<file path="config.mk">
export PLATFORM = sky130hd
export DESIGN_NAME = sad_frame_loader
export DESIGN_NICKNAME = d
export VERILOG_FILES = /design/src/rtl/sad_frame_loader.sv
export SDC_FILE = /design/constraint.sdc
export NUM_CORES = 1
export LEC_CHECK = 0
export ABC_AREA = 1
export BUFFER_PORTS_ARGS = -buffer_cell sky130_fd_sc_hd__buf_2
export CAP_MARGIN = 20
export CORE_MARGIN = 2
export CORE_UTILIZATION = 30
export DETAILED_ROUTE_END_ITERATION = 8
export HOLD_SLACK_MARGIN = 0.06
export PLACE_DENSITY = 0.59
export SETUP_SLACK_MARGIN = 0.02
export SYNTH_ARGS = -nofsm -noshare
export SYNTH_HDL_FRONTEND = slang
export SYNTH_SLANG_ARGS = --single-unit
</file>
<file path="constraint.sdc">
create_clock -name Clk -period 1.3 [get_ports Clk]
set_input_delay 0.26 -clock Clk [delete_from_list [all_inputs] [get_ports Clk]]
set_output_delay 0.26 -clock Clk [all_outputs]
set_load 0.01 [all_outputs]
</file>
<file path="src/rtl/sad_frame_loader.sv">
// Raster-order pixel loader that scatters a 64-column frame across 16 MultiMem banks.
// Optional running pixel checksum is built only when LOADER_CHECKSUM_EN is defined.
`timescale 1ns/1ps

module sad_frame_loader #(
    parameter int unsigned ROWS = 64
) (
    input  logic        Clk,
    input  logic        Reset,
    input  logic        Start,
    input  logic [7:0]  PixelIn,
    input  logic        PixelValid,
    output logic        PixelReady,
    output logic [15:0] BankWe,
    output logic [7:0]  MemAddress,
    output logic [7:0]  MemWriteData,
    output logic        Busy,
    output logic        Done,
    output logic [15:0] Checksum
);

    localparam logic [5:0] LastRow = 6'(ROWS - 1);
    localparam logic [5:0] LastCol = 6'd63;

    typedef enum logic [1:0] {
        StIdle,
        StLoad,
        StDone
    } state_e;

    state_e      state_q, state_d;
    logic [5:0]  row_q, row_d;
    logic [5:0]  col_q, col_d;
    logic [15:0] we_q, we_d;
    logic [7:0]  addr_q, addr_d;
    logic [7:0]  data_q, data_d;
    logic        xfer;
    logic        last_pix;
    logic        frame_start;

    always_ff @(posedge Clk) begin
        if (Reset) begin
            state_q <= StIdle;
            row_q   <= '0;
            col_q   <= '0;
            we_q    <= '0;
            addr_q  <= '0;
            data_q  <= '0;
        end else begin
            state_q <= state_d;
            row_q   <= row_d;
            col_q   <= col_d;
            we_q    <= we_d;
            addr_q  <= addr_d;
            data_q  <= data_d;
        end
    end

    always_comb begin
        state_d     = state_q;
        row_d       = row_q;
        col_d       = col_q;
        we_d        = '0;
        addr_d      = addr_q;
        data_d      = data_q;
        xfer        = PixelValid && (state_q == StLoad);
        last_pix    = xfer && (row_q == LastRow) && (col_q == LastCol);
        frame_start = (state_q == StIdle) && Start;

        unique case (state_q)
            StIdle: begin
                if (Start) begin
                    state_d = StLoad;
                    row_d   = '0;
                    col_d   = '0;
                end
            end
            StLoad: begin
                if (last_pix) begin
                    state_d = StDone;
                end
            end
            StDone: begin
                state_d = StIdle;
            end
            default: begin
                state_d = StIdle;
            end
        endcase

        // Bank is the low column nibble; each bank row holds four 16-pixel column groups.
        if (xfer) begin
            col_d  = col_q + 6'd1;
            if (col_q == LastCol) begin
                row_d = row_q + 6'd1;
            end
            we_d   = 16'h0001 << col_q[3:0];
            addr_d = {row_q, col_q[5:4]};
            data_d = PixelIn;
        end
    end

    assign PixelReady   = (state_q == StLoad);
    assign Busy         = (state_q != StIdle);
    assign Done         = (state_q == StDone);
    assign BankWe       = we_q;
    assign MemAddress   = addr_q;
    assign MemWriteData = data_q;

`ifdef LOADER_CHECKSUM_EN
    logic [15:0] sum_q, sum_d;

    always_comb begin
        sum_d = sum_q;
        if (frame_start) begin
            sum_d = '0;
        end else if (xfer) begin
            sum_d = sum_q + {8'h00, PixelIn};
        end
    end

    always_ff @(posedge Clk) begin
        if (Reset) begin
            sum_q <= '0;
        end else begin
            sum_q <= sum_d;
        end
    end

    assign Checksum = sum_q;
`else
    assign Checksum = '0;
`endif

endmodule

</file>
==> run_results.csv, run 1 <==
group,metric,value,unit
status,status,"completed",
route,wl_per_cell,10.7,um
floorplan,dieHeight,85.2,um
global_routing,grt_pass1_wl,6.82,mm
finish,diodes,0,
placed_design,pre_cts_ws,10.6,ps
route,vias,1649,
pwr,finalPower,2.66,mW
clock_network,cts.sinks,46,
yosys,avgSynthCellArea,8.17,um2
route,vias_per_cell,4.37,
timing,grt_setup_unrepaired,"yes",
pwr,p_int,2.04,mW
global_routing,grt_max_degree,24,
clock_network,hold_buffers,0,
pwr,irDropWorstVdd,0.000559,V
yosys,ys_seq_elements,46,
timing,post-route-period-util,93.0,%
pwr,power_density,1100,nW/um2
timing,slew_viol_final,0,
floorplan,dieArea,7260,um2
critical_path,critPathKind,"reg -> out",
timing,finalClockSkew,8.59,ps
pwr,swShare,23.2,%
global_routing,first_global_vias,1514,
timing,fin_setup_tns,0,ps
yosys,seq_area_frac_synth,46.6,%
finish,fin_util,38.2,%
yosys,yosys.area_share.simple,26.5,%
yosys,yosysUniqueCellTypes,28,
critical_path,cp-end-kind,"output pin",
finish,area_delta_synth_final,22.6,%
floorplan,io_pins,63,
yosys,synth-edff-count,0,
yosys,synthMuxAreaShare,0,%
clock_network,insertion_delay,300,ps
yosys,yosysWarnings,0,
worst_hold_path,min_path_type,"in -> reg",
placed_design,gp_congestion,0.769,
finish,stdcell_count,377,
global_routing,grt.total_usage,11.4,%
route,ant_nets,0,
timing,min_period,1210,ps
yosys,syn_inst,242,
clock_network,cts.clk_slew.worst_paths,80,ps
yosys,synthArstFlopShare,0,%
finish,layout_common_cells,"57 x nand2_1, 45 x buf_2, 42 x dfxtp_1, 22 x nor2_1, 19 x a21oi_1",
pwr,p_sw,618,uW
flow_run,max-cap-violations,0,
placed_design,post-place-cells,368,
placed_design,portBuffers,46,
clock_network,cts_tree,"built",
finish,final_common_cell,"nand2_1",
timing,hold_violations,0,
yosys,synth_fa_ha_area_share,4.43,%
floorplan,die_w,85.2,um
yosys,synth-compound-area-share,9.17,%
critical_path,worstPathMaxFanout,4,
pwr,pwr-share-clk,37.6,%
route,first_pass_iters,3,
clock_network,cts_htree_levels,2,
timing,setup_slack,90.7,ps
critical_path,cp.arrival,950,ps
global_routing,antenna_found_initial,0,
yosys,synth_top_family_by_area,"simple AND/OR/NAND/NOR gates",
yosys,synth_ff_type,"dfxtp_1",
floorplan,rows,29,
critical_path,required,1040,ps
timing,fmax,827,MHz
finish,drive_gt1_share,28.3,%
clock_network,clockBufferDepth,2,
clock_network,numCtsBuffers,5,
floorplan,initial_utilization,31.2,%
finish,num-nets-final,318,
route,wirelength,4.03,mm
clock_network,cts-root-buf,"clkbuf_8",
finish,fill_cells,662,
timing,finalSetupViolCount,0,
placed_design,hpwl,2.95,mm
route,drcViolationCount,0,
route,drt_iter0_drc,34,
pwr,power_frac_comb,7.9,%
yosys,synth_xor_area_share,0,%
floorplan,coreArea,6350,um2
yosys,synth_area,1980,um2
pwr,pwr-share-seq,54.4,%
critical_path,critPathLaunchType,"register",
global_routing,grt-ovfl-total,0,
pwr,power.leakage,1.12,nW
worst max-delay path, stage by stage (launching register included):
cell and delay (ps):
dfxtp_2 390, inv_1 80, nand2_1 60, buf_2 120
area by class of cell:
class                      count  area [um2]  area share (%)
clock buffer                   8         110            4.54
inverter                      19        76.3            3.15
multi-input combinational    168         883            36.4
sequential                    46         926            38.2
tap                           77        96.3            3.97
timing repair buffer          59         334            13.8
worst paths after layout:
path	cells after the start	start	slack (ps)	endpoint
worst max-delay path	3	state_q[0]$_SDFFE_PP0P_	90	Busy
worst min-delay path	3	PixelIn[4]	200	MemWriteData[4]$_SDFFE_PP0N_
worst max register to register	6	col_q[1]$_SDFFE_PP0P_	120	row_q[1]$_SDFF_PP0_
worst min register to register	2	MemAddress[7]$_SDFFE_PP0N_	470	MemAddress[7]$_SDFFE_PP0N_
timing repair:
action	CTS	global route
pin swaps	2	1
cloned	0	0
endpoints found under the setup margin	3	23
resized for setup	4	8
buffers inserted	1	0
synthesized netlist by cell type (all sizes together) (2+ instances only):
master / number / area (um2)
nand2: 61 / 251
inv: 17 / 63.8
o22ai: 2 / 12.5
dfxtp: 46 / 921
o21ai: 7 / 35.0
clkinv: 2 / 12.5
nor3: 13 / 65.1
ha: 7 / 87.6
nor2: 25 / 125
nand3: 11 / 70.1
a21oi: 19 / 95.1
buf: 24 / 184
flip-flops by register name, indices dropped and copies added (netlist names):
register      count
BankWe           16
MemWriteData      8
row_q             6
MemAddress        8
state_q           2
col_q             6
logic make-up after synthesis:
kind of cell,after synthesis
buffers and inverters,43
adder cells (fa/ha/maj),7
other,1
AO/OA/AOI/OAI,33
flip-flops,46
AND/OR/NAND/NOR,112
metrics by stage:
stage	instance area [um2]	hold slack, ps
4_1_cts	2400	191
3_3_place_gp	2270	450
6_report	2430	200
3_5_place_dp	2270	456
2_1_floorplan	2030	403
5_1_grt	2430	195
layer usage:
metal,GRT usage [%],vias up,part of all wire [%]
met5,0,-,0
met4,1.73,0,0
met3,3.79,0,5.9
met2,20.0,42,48
met1,13.9,754,46
li1,-,853,-
power by group through the flow:
stage | Clock, mW | Sequential, mW | Combinational, mW
3_3_place_gp | 0 | 1.48 | 0.205
6_report | 1.00 | 1.45 | 0.212
5_1_grt | 1.09 | 1.45 | 0.238
3_5_place_dp | 0 | 1.48 | 0.207
4_1_cts | 1.04 | 1.45 | 0.208
2_1_floorplan | 0 | 1.49 | 0.161
Note: power is estimated with default switching activity, not from simulation.
==> run 2: changes to the inputs <==
- PLACE_DENSITY: 0.59 -> 0.51
==> run 2 against run 1 <==
Net effect: via count down 0.36%; core utilization is 1.1 points higher; first-iteration DRC count increased by 82%; largest cell class unchanged.
==> run_results.csv, run 2 (synthesized netlist as in run 1, its figures left out) <==
group,metric,value,unit
critical_path,cp.arrival,990,ps
critical_path,cp-end-kind,"output pin",
critical_path,critPathKind,"reg -> out",
floorplan,dieHeight,85.2,um
clock_network,cts.clk_slew.worst_paths,80,ps
global_routing,grt-ovfl-total,0,
global_routing,first_global_vias,1403,
clock_network,clockBufferDepth,2,
floorplan,dieArea,7260,um2
placed_design,portBuffers,46,
timing,slew_viol_final,0,
timing,grt_setup_unrepaired,"yes",
clock_network,cts.sinks,46,
floorplan,io_pins,63,
clock_network,numCtsBuffers,5,
worst_hold_path,min_path_type,"in -> reg",
route,drt_iter0_drc,62,
pwr,power.leakage,1.15,nW
status,status,"completed",
finish,final_common_cell,"nand2_1",
worst_hold_path,hold-path-cell-count,3,
flow_run,max-cap-violations,0,
critical_path,r2r_end,"col_q[5]$_SDFFE_PP0P_",
route,first_pass_iters,4,
route,vias_per_cell,4.31,
finish,area_delta_synth_final,26.1,%
route,vias,1643,
finish,layout_common_cells,"55 x nand2_1, 44 x buf_2, 39 x dfxtp_1, 21 x nor2_1, 19 x a21oi_1",
finish,diodes,0,
floorplan,initial_utilization,31.2,%
placed_design,gp_congestion,0.776,
global_routing,antenna_found_initial,0,
critical_path,required,1040,ps
timing,finalSetupViolCount,0,
global_routing,grt.total_usage,11.2,%
route,ant_nets,0,
critical_path,rr_worst_depth,8,
timing,timing.hold.ws,197,ps
worst_hold_path,holdPathEnd,"MemWriteData[4]$_SDFFE_PP0N_",
finish,largest_reg_flops,16,
finish,num-nets-final,322,
pwr,power_density,1030,nW/um2
critical_path,reg2reg_slack,110,ps
global_routing,grt_max_degree,21,
timing,post-route-period-util,96.3,%
timing,hold_violations,0,
route,wl_per_cell,10.5,um
critical_path,worstPathMaxFanout,4,
timing,min_period,1250,ps
clock_network,insertion_delay,300,ps
finish,drive_gt1_share,32.2,%
floorplan,rows,29,
finish,fin_util,39.3,%
finish,fin_area,2490,um2
clock_network,cts_htree_levels,2,
route,drcViolationCount,0,
finish,stdcell_count,381,
timing,finalClockSkew,4.01,ps
clock_network,cts_tree,"built",
placed_design,post-place-cells,371,
global_routing,grt_pass1_wl,6.44,mm
floorplan,die_w,85.2,um
pwr,irDropWorstVdd,0.000440,V
clock_network,hold_buffers,0,
pwr,finalPower,2.57,mW
critical_path,reg2reg_from,"state_q[0]$_SDFFE_PP0P_",
worst_hold_path,hp-start,"PixelIn[4]",
placed_design,place_area,2290,um2
route,wirelength,4.01,mm
clock_network,cts-root-buf,"clkbuf_8",
finish,fill_cells,659,
floorplan,coreArea,6350,um2
placed_design,hpwl,2.95,mm
timing,fmax,799,MHz
critical_path,critPathLaunchType,"register",
run 2: per-stage QoR:
stage / setup TNS [ps] / worst slack (ps)
3_3_place_gp: 0 / 42.9
5_1_grt: -11.8 / -11.7
4_1_cts: 0 / 13.6
6_report: 0 / 47.7
2_1_floorplan: 0 / 53.2
3_5_place_dp: -10.4 / -10.4
run 2: how the worst max path moves through the flow:
stage / start / to / cells past startpoint
after CTS: state_q[1]$_SDFFE_PP0P_ / PixelReady / 5
after global placement: col_q[0]$_SDFFE_PP0P_ / row_q[1]$_SDFF_PP0_ / 6
after detailed placement: col_q[0]$_SDFFE_PP0P_ / row_q[4]$_SDFF_PP0_ / 6
after floorplan: col_q[0]$_SDFFE_PP0P_ / row_q[1]$_SDFF_PP0_ / 6
final: state_q[1]$_SDFFE_PP0P_ / PixelReady / 5
after global routing: state_q[1]$_SDFFE_PP0P_ / PixelReady / 5
run 2: routing by layer:
metal	wire length [um]	part of all wire (%)	GRT usage, %	up-vias
met5	0	0	0	-
met4	47	1.2	4.33	0
met3	173	4.3	3.31	5
met2	1940	48	18.7	40
met1	1840	46	13.5	736
li1	-	-	-	862
run 2: area by class of cell:
cell class,count,area (um2),share of cell area [%]
sequential,46,930,37.3
inverter,19,78.8,3.16
clock buffer,7,86.3,3.46
multi-input combinational,168,921,36.9
tap,77,96.3,3.86
clock inverter,1,5.00,0.201
timing repair buffer,63,378,15.1
run 2: worst max-delay path, cell delays in order (launching register included):
cell and delay, ps:
dfxtp_2 320, inv_2 70, buf_6 120, nand2_4 50, inv_2 50, buf_6 90
run 2: where the power goes:
group | internal [mW] | switching (mW) | leakage (nW)
Combinational | 0.0875 | 0.147 | 0.724
Clock | 0.429 | 0.461 | 0.0482
Sequential | 1.43 | 0.0132 | 0.375
run 2: what timing repair did:
action | 4_1_cts | 5_1_grt
setup buffers | 1 | 1
resized for setup | 8 | 19
setup endpoints to repair | 5 | 26
pin swaps | 2 | 3
